File: src/rtl/seq_sub_if.sv
// Handshake and operand/result bundle for the multi-cycle subtractor.
// The master side issues operations and the slave side computes them.
interface seq_sub_if #(
  parameter int WIDTH = 16
);
  logic             start;
  logic [WIDTH-1:0] a;
  logic [WIDTH-1:0] b;
  logic             bin;
  logic             busy;
  logic             done;
  logic [WIDTH-1:0] dif;
  logic             bor;
  logic             ovf;

  modport master (
    output start, a, b, bin,
    input  busy, done, dif, bor, ovf
  );

  modport slave (
    input  start, a, b, bin,
    output busy, done, dif, bor, ovf
  );
endinterface

File: src/rtl/seq_sub.sv
// Multi-cycle subtractor: a - b - bin, DIGIT bits per clock, with the borrow
// carried between digits in a flip-flop. The results are registered and held until the next completion.
module seq_sub #(
  parameter int WIDTH = 16,
  parameter int DIGIT = 4
) (
  input  logic     clk,
  input  logic     rst,
  seq_sub_if.slave bus
);

  localparam int N  = WIDTH / DIGIT;
  localparam int CW = (N > 1) ? $clog2(N) : 1;
  localparam logic [CW-1:0] LAST = CW'(N - 1);

  generate
    if (WIDTH < 2 || DIGIT < 1 || (WIDTH % DIGIT) != 0) begin : g_bad_params
      $error("seq_sub: WIDTH must be >= 2 and a multiple of DIGIT");
    end
  endgenerate

  typedef enum logic [0:0] {
    IDLE = 1'b0,
    RUN  = 1'b1
  } state_t;

  state_t           state_r, state_s;
  logic [CW-1:0]    cnt_r, cnt_s;
  logic [WIDTH-1:0] a_r, a_s;
  logic [WIDTH-1:0] b_r, b_s;
  logic             brw_r, brw_s;
  logic [WIDTH-1:0] res_r, res_s;
  logic [WIDTH-1:0] dif_r, dif_s;
  logic             bor_r, bor_s;
  logic             ovf_r, ovf_s;
  logic             done_r, done_s;
  logic             busy_r, busy_s;
  logic [DIGIT+1:0] step_s;
  int               idx_s;

  // Ripple of full-subtractor cells over one digit.
  // The result is packed as {borrow into top bit, borrow out, difference}.
  function automatic logic [DIGIT+1:0] sub_digit(
    input logic [DIGIT-1:0] x,
    input logic [DIGIT-1:0] y,
    input logic             c
  );
    logic [DIGIT-1:0] d;
    logic             cc;
    logic             cm;
    d  = '0;
    cc = c;
    cm = c;
    for (int i = 0; i < DIGIT; i++) begin
      cm   = cc;
      d[i] = x[i] ^ y[i] ^ cc;
      cc   = (~x[i] & y[i]) | (~(x[i] ^ y[i]) & cc);
    end
    return {cm, cc, d};
  endfunction

  // Next-state, digit datapath and completion logic.
  always_comb begin
    state_s = state_r;
    cnt_s   = cnt_r;
    a_s     = a_r;
    b_s     = b_r;
    brw_s   = brw_r;
    res_s   = res_r;
    dif_s   = dif_r;
    bor_s   = bor_r;
    ovf_s   = ovf_r;
    done_s  = 1'b0;
    busy_s  = busy_r;
    idx_s   = int'(cnt_r) * DIGIT;
    step_s  = sub_digit(a_r[idx_s +: DIGIT], b_r[idx_s +: DIGIT], brw_r);
    case (state_r)
      IDLE: begin
        if (bus.start) begin
          state_s = RUN;
          a_s     = bus.a;
          b_s     = bus.b;
          brw_s   = bus.bin;
          cnt_s   = '0;
          busy_s  = 1'b1;
        end else begin
          busy_s  = 1'b0;
        end
      end
      RUN: begin
        res_s[idx_s +: DIGIT] = step_s[DIGIT-1:0];
        brw_s = step_s[DIGIT];
        if (cnt_r == LAST) begin
          state_s = IDLE;
          cnt_s   = '0;
          busy_s  = 1'b0;
          done_s  = 1'b1;
          dif_s   = res_s;
          bor_s   = step_s[DIGIT];
          ovf_s   = step_s[DIGIT+1] ^ step_s[DIGIT];
        end else begin
          cnt_s   = cnt_r + CW'(1);
        end
      end
      default: begin
        state_s = IDLE;
        busy_s  = 1'b0;
      end
    endcase
  end

  // State and datapath registers; rst aborts any operation in flight.
  always_ff @(posedge clk) begin
    if (rst) begin
      state_r <= IDLE;
      cnt_r   <= '0;
      a_r     <= '0;
      b_r     <= '0;
      brw_r   <= 1'b0;
      res_r   <= '0;
      dif_r   <= '0;
      bor_r   <= 1'b0;
      ovf_r   <= 1'b0;
      done_r  <= 1'b0;
      busy_r  <= 1'b0;
    end else begin
      state_r <= state_s;
      cnt_r   <= cnt_s;
      a_r     <= a_s;
      b_r     <= b_s;
      brw_r   <= brw_s;
      res_r   <= res_s;
      dif_r   <= dif_s;
      bor_r   <= bor_s;
      ovf_r   <= ovf_s;
      done_r  <= done_s;
      busy_r  <= busy_s;
    end
  end

  assign bus.busy = busy_r;
  assign bus.done = done_r;
  assign bus.dif  = dif_r;
  assign bus.bor  = bor_r;
  assign bus.ovf  = ovf_r;

endmodule

File: src/flat_wrapper.sv
// flat-port wrapper written by rule: the top's interface ports become plain ports
module seq_sub_flat 
#(
  parameter int WIDTH = 16,
  parameter int DIGIT = 4
)
  (clk, rst, bus_start, bus_a, bus_b, bus_bin, bus_busy, bus_done, bus_dif, bus_bor, bus_ovf);
  seq_sub_if #(.WIDTH(WIDTH)) bus_i ();
  input  logic clk;
  input  logic rst;
  input wire logic [$bits(bus_i.start)-1:0] bus_start;
  input wire logic [$bits(bus_i.a)-1:0] bus_a;
  input wire logic [$bits(bus_i.b)-1:0] bus_b;
  input wire logic [$bits(bus_i.bin)-1:0] bus_bin;
  output wire logic [$bits(bus_i.busy)-1:0] bus_busy;
  output wire logic [$bits(bus_i.done)-1:0] bus_done;
  output wire logic [$bits(bus_i.dif)-1:0] bus_dif;
  output wire logic [$bits(bus_i.bor)-1:0] bus_bor;
  output wire logic [$bits(bus_i.ovf)-1:0] bus_ovf;
  assign bus_i.start = bus_start;
  assign bus_i.a = bus_a;
  assign bus_i.b = bus_b;
  assign bus_i.bin = bus_bin;
  assign bus_busy = bus_i.busy;
  assign bus_done = bus_i.done;
  assign bus_dif = bus_i.dif;
  assign bus_bor = bus_i.bor;
  assign bus_ovf = bus_i.ovf;
  seq_sub #(.WIDTH(WIDTH), .DIGIT(DIGIT)) u_core (.clk(clk), .rst(rst), .bus(bus_i));
endmodule
File: config.mk
export PLATFORM = sky130hd
export DESIGN_NAME = seq_sub_flat
export DESIGN_NICKNAME = d
export VERILOG_FILES = /design/src/rtl/seq_sub_if.sv /design/src/rtl/seq_sub.sv /design/src/flat_wrapper.sv
export SDC_FILE = /design/constraint.sdc
export NUM_CORES = 1
export LEC_CHECK = 0
export BUFFER_PORTS_ARGS = -buffer_cell sky130_fd_sc_hd__buf_4
export CORE_AREA = 2 2 103 95
export DETAILED_ROUTE_END_ITERATION = 8
export DIE_AREA = 0 0 105 97
export GPL_TIMING_DRIVEN = 1
export HOLD_SLACK_MARGIN = 0.15
export MAX_ROUTING_LAYER = met4
export RECOVER_POWER = 50
export SYNTH_ARGS = -nofsm -noshare
export SYNTH_HDL_FRONTEND = slang
export SYNTH_SLANG_ARGS = --single-unit
export TNS_END_PERCENT = 30
File: constraint.sdc
create_clock -name clk -period 8.35 [get_ports clk]
set_clock_uncertainty 0.1 [all_clocks]
set_input_delay 0.835 -clock clk [delete_from_list [all_inputs] [get_ports clk]]
set_output_delay 0.835 -clock clk [all_outputs]
set_load 0.05 [all_outputs]
==> out/metrics.cfg <==
[run_status]
outcome = finished, final reports clean

[timing]
setup_violations = 0
maxSlewHeadroom_pct = 3.198
fin_tns_setup_ps = 0
post-route-period-util_pct = 45.28
slew_viol_final = 0
min_period_ps = 3781
worst_pin_slew_ps = 1452
rsz0062_at_grt = false
max_freq_ghz = 0.2645
hold_viol_final = 0
worst_slack_ps = 4569

[route]
finalWirelength_um = 6901
drtIter0Drc = 102
drc = 0
vias = 2392
first_pass_iters = 4
viasPerCell = 4.902
ant_nets = 0
wire_per_inst_um = 14.14

[synth]
synth_top_area_share_pct = 46.64
ys_types = 34
synthArstFlopShare_pct = 0
synthFlopType = dfxtp_1
synth_compound_area_share_pct = 16.11
synth_warnings = 0
yosys-top-cells-count = dfxtp_1, nand2_1, a21oi_1
synth_top_area_cell = dfxtp_1
synthAdderAreaFrac_pct = 5.020
synth_seq_cells = 72
synth_top_family_by_area = simple AND/OR/NAND/NOR gates
syn_area_per_cell_um2 = 9.688
synth_xor_area_share_pct = 0.2834
yosysMostFrequentCell = dfxtp_1
synth-edff-count = 0
yosys.area_share.simple_pct = 18.58
syn-num-nets = 365
synthMuxAreaShare_pct = 6.518
yosysSeqAreaShare_pct = 46.64
synth_cells = 319
syn-cell-area_mm2 = 0.003090
synth_area_leaders = dfxtp_1, nand2_1, mux4_2

[setup_path]
startpoint_type = register
critPathCapture = u_core.res_r[11]
rr_endpoint = u_core.res_r[11]
arrival_ps = 3950
setup.worst_path.start = u_core.cnt_r[0]
crit_type = reg2reg
cp-end-kind = register
crit_fanout = 18
required_ps = 8520
timing.rr.start = u_core.cnt_r[0]
r2r_slack_ps = 4570
r2r_cells = 11

[clock_network]
clk_latency_ps = 340
cts.reportedPaths.clkPinSlew_ps = 70
cts_tree = done
cts_buffer_depth = 2
post_cts_buffers = 0
cts_made_buffers = 9
postCtsHoldBufs = 0
htree_levels = 3
post_cts_resize_count = 0
ctsRootBufferMaster = clkbuf_8
cts_sinks = 72

[global_routing]
grtUsageTotal_pct = 14.34
antenna_found_initial = 0
grt_pass1_vias = 2345
grt_first_pass_wirelength_um = 11250
grt_max_degree = 55
grt_overflow = 0

[cells_and_area]
fin_nets = 408
fin_cells = 488
final_layout_size_suffix_gt1_share_pct = 17.21
antenna_cells = 0
area_growth_pct = 15.47

[placement]
globalplace.congestion = 0.7791
io_buffers = 55
dp_hpwl_um = 4716
place_ws_ps = 4565
dpl.cell_count = 473

[power]
power.leakage_nw = 1.415
power_density_mw_per_mm2 = 194.2
irDropWorstVdd_mv = 0.07232

[job]
drv_cap = 0

[floorplanning]
fp.dieArea_mm2 = 0.01019
core_mm2 = 0.009001
fp.dieW_um = 105
rows = 33
ios = 56
fp.dieH_um = 97
initial_utilization_pct = 34.33

[worst_hold_path]
hp-class = reg2reg

==> critical path, stage by stage, from the launching register on <==
cell and delay [ps]:
dfxtp_1 860, mux4_2 580, inv_1 90, fa_1 160, inv_1 50, fa_1 380
fa_1 410, inv_1 90, fa_1 420, nor2b_1 280, a22oi_1 140, nor2_1 140
==> per-layer routing <==
metal | vias to the layer above | track usage, % | part of all wire, %
li1 | 1202 | - | -
met1 | 1133 | 18.19 | 48
met3 | 10 | 3.437 | 3.6
met2 | 47 | 22.28 | 46
met5 | - | - | 0
met4 | 0 | 5.231 | 1.5
==> sequential cells by signal, summed over array words and instances (netlist names), 2 cells and up <==
name / cells
u_core.a_r: 16
u_core.b_r: 16
u_core.bus.dif: 16
u_core.res_r: 16
u_core.cnt_r: 2
==> layout by cell type, fill, tap and decap left out, drive strengths merged <==
cell      netlist  final
nor3b           2      2
nand3b          2      2
buf            16     35
mux2            1      1
and4bb          1      1
nor2           26     26
a21oi          36     36
o21ai           1      1
inv             9      8
a22oi           8      8
nor2b           3      3
ha              6      6
xor2            1      1
a32oi           8      8
nor4bb          2      2
clkbuf          7     32
clkinv          0      2
a221o          16     16
fa              4      4
and3            8      8
and4b           1      1
mux4            8      8
and2b           1      1
clkinvlp        0      2
and2            8      8
a22o            1      1
nand2          69     69
dfxtp          72     72
nand2b          1      1
mux2i           1      1
==> worst min-delay path by stage <==
stage,cells past startpoint,startpoint,endpoint
after floorplan,2,u_core.a_r[10],u_core.a_r[10]
after global placement,2,u_core.b_r[0],u_core.b_r[0]
after detailed placement,2,u_core.a_r[7],u_core.a_r[7]
after CTS,2,u_core.a_r[7],u_core.a_r[7]
after global routing,2,u_core.a_r[14],u_core.a_r[14]
final,2,u_core.b_r[2],u_core.b_r[2]
==> cell families after synthesis <==
family | Yosys count
mux | 10
xor+xnor | 1
buf+inv | 32
simple gates | 124
flops | 72
fa+ha+maj | 10
compound gates | 70
==> stage by stage <==
step	utilization [%]	cell area (um^2)	total power, mW	hold slack [ps]
after detailed placement	38.70	3483	0.4599	346.5
after floorplan	-	3090	0.4332	333.1
after global placement	38.70	3483	0.4572	339.8
after global routing	39.64	3568	0.7271	377.2
final	39.64	3568	0.6929	352.9
after CTS	40.62	3656	0.7036	356.8
==> layout make-up <==
class / instances / area [um^2]
multi-input cells: 215 / 1429
clock inverters: 3 / 17.52
flip-flops and latches: 72 / 1441
clock buffers: 12 / 155.1
repair buffers: 55 / 337.8
inverters: 9 / 35.03
fillers: 938 / 5433
well taps: 122 / 152.6
==> power by group <==
group	leakage (nW)	total [mW]	switching, mW	internal (mW)
logic	0.741	0.0841	0.0473	0.0368
clock network	0.0882	0.242	0.121	0.121
registers	0.586	0.367	0.0113	0.355
total	1.42	0.693	0.179	0.514
Power figures use the tool's default switching activity.
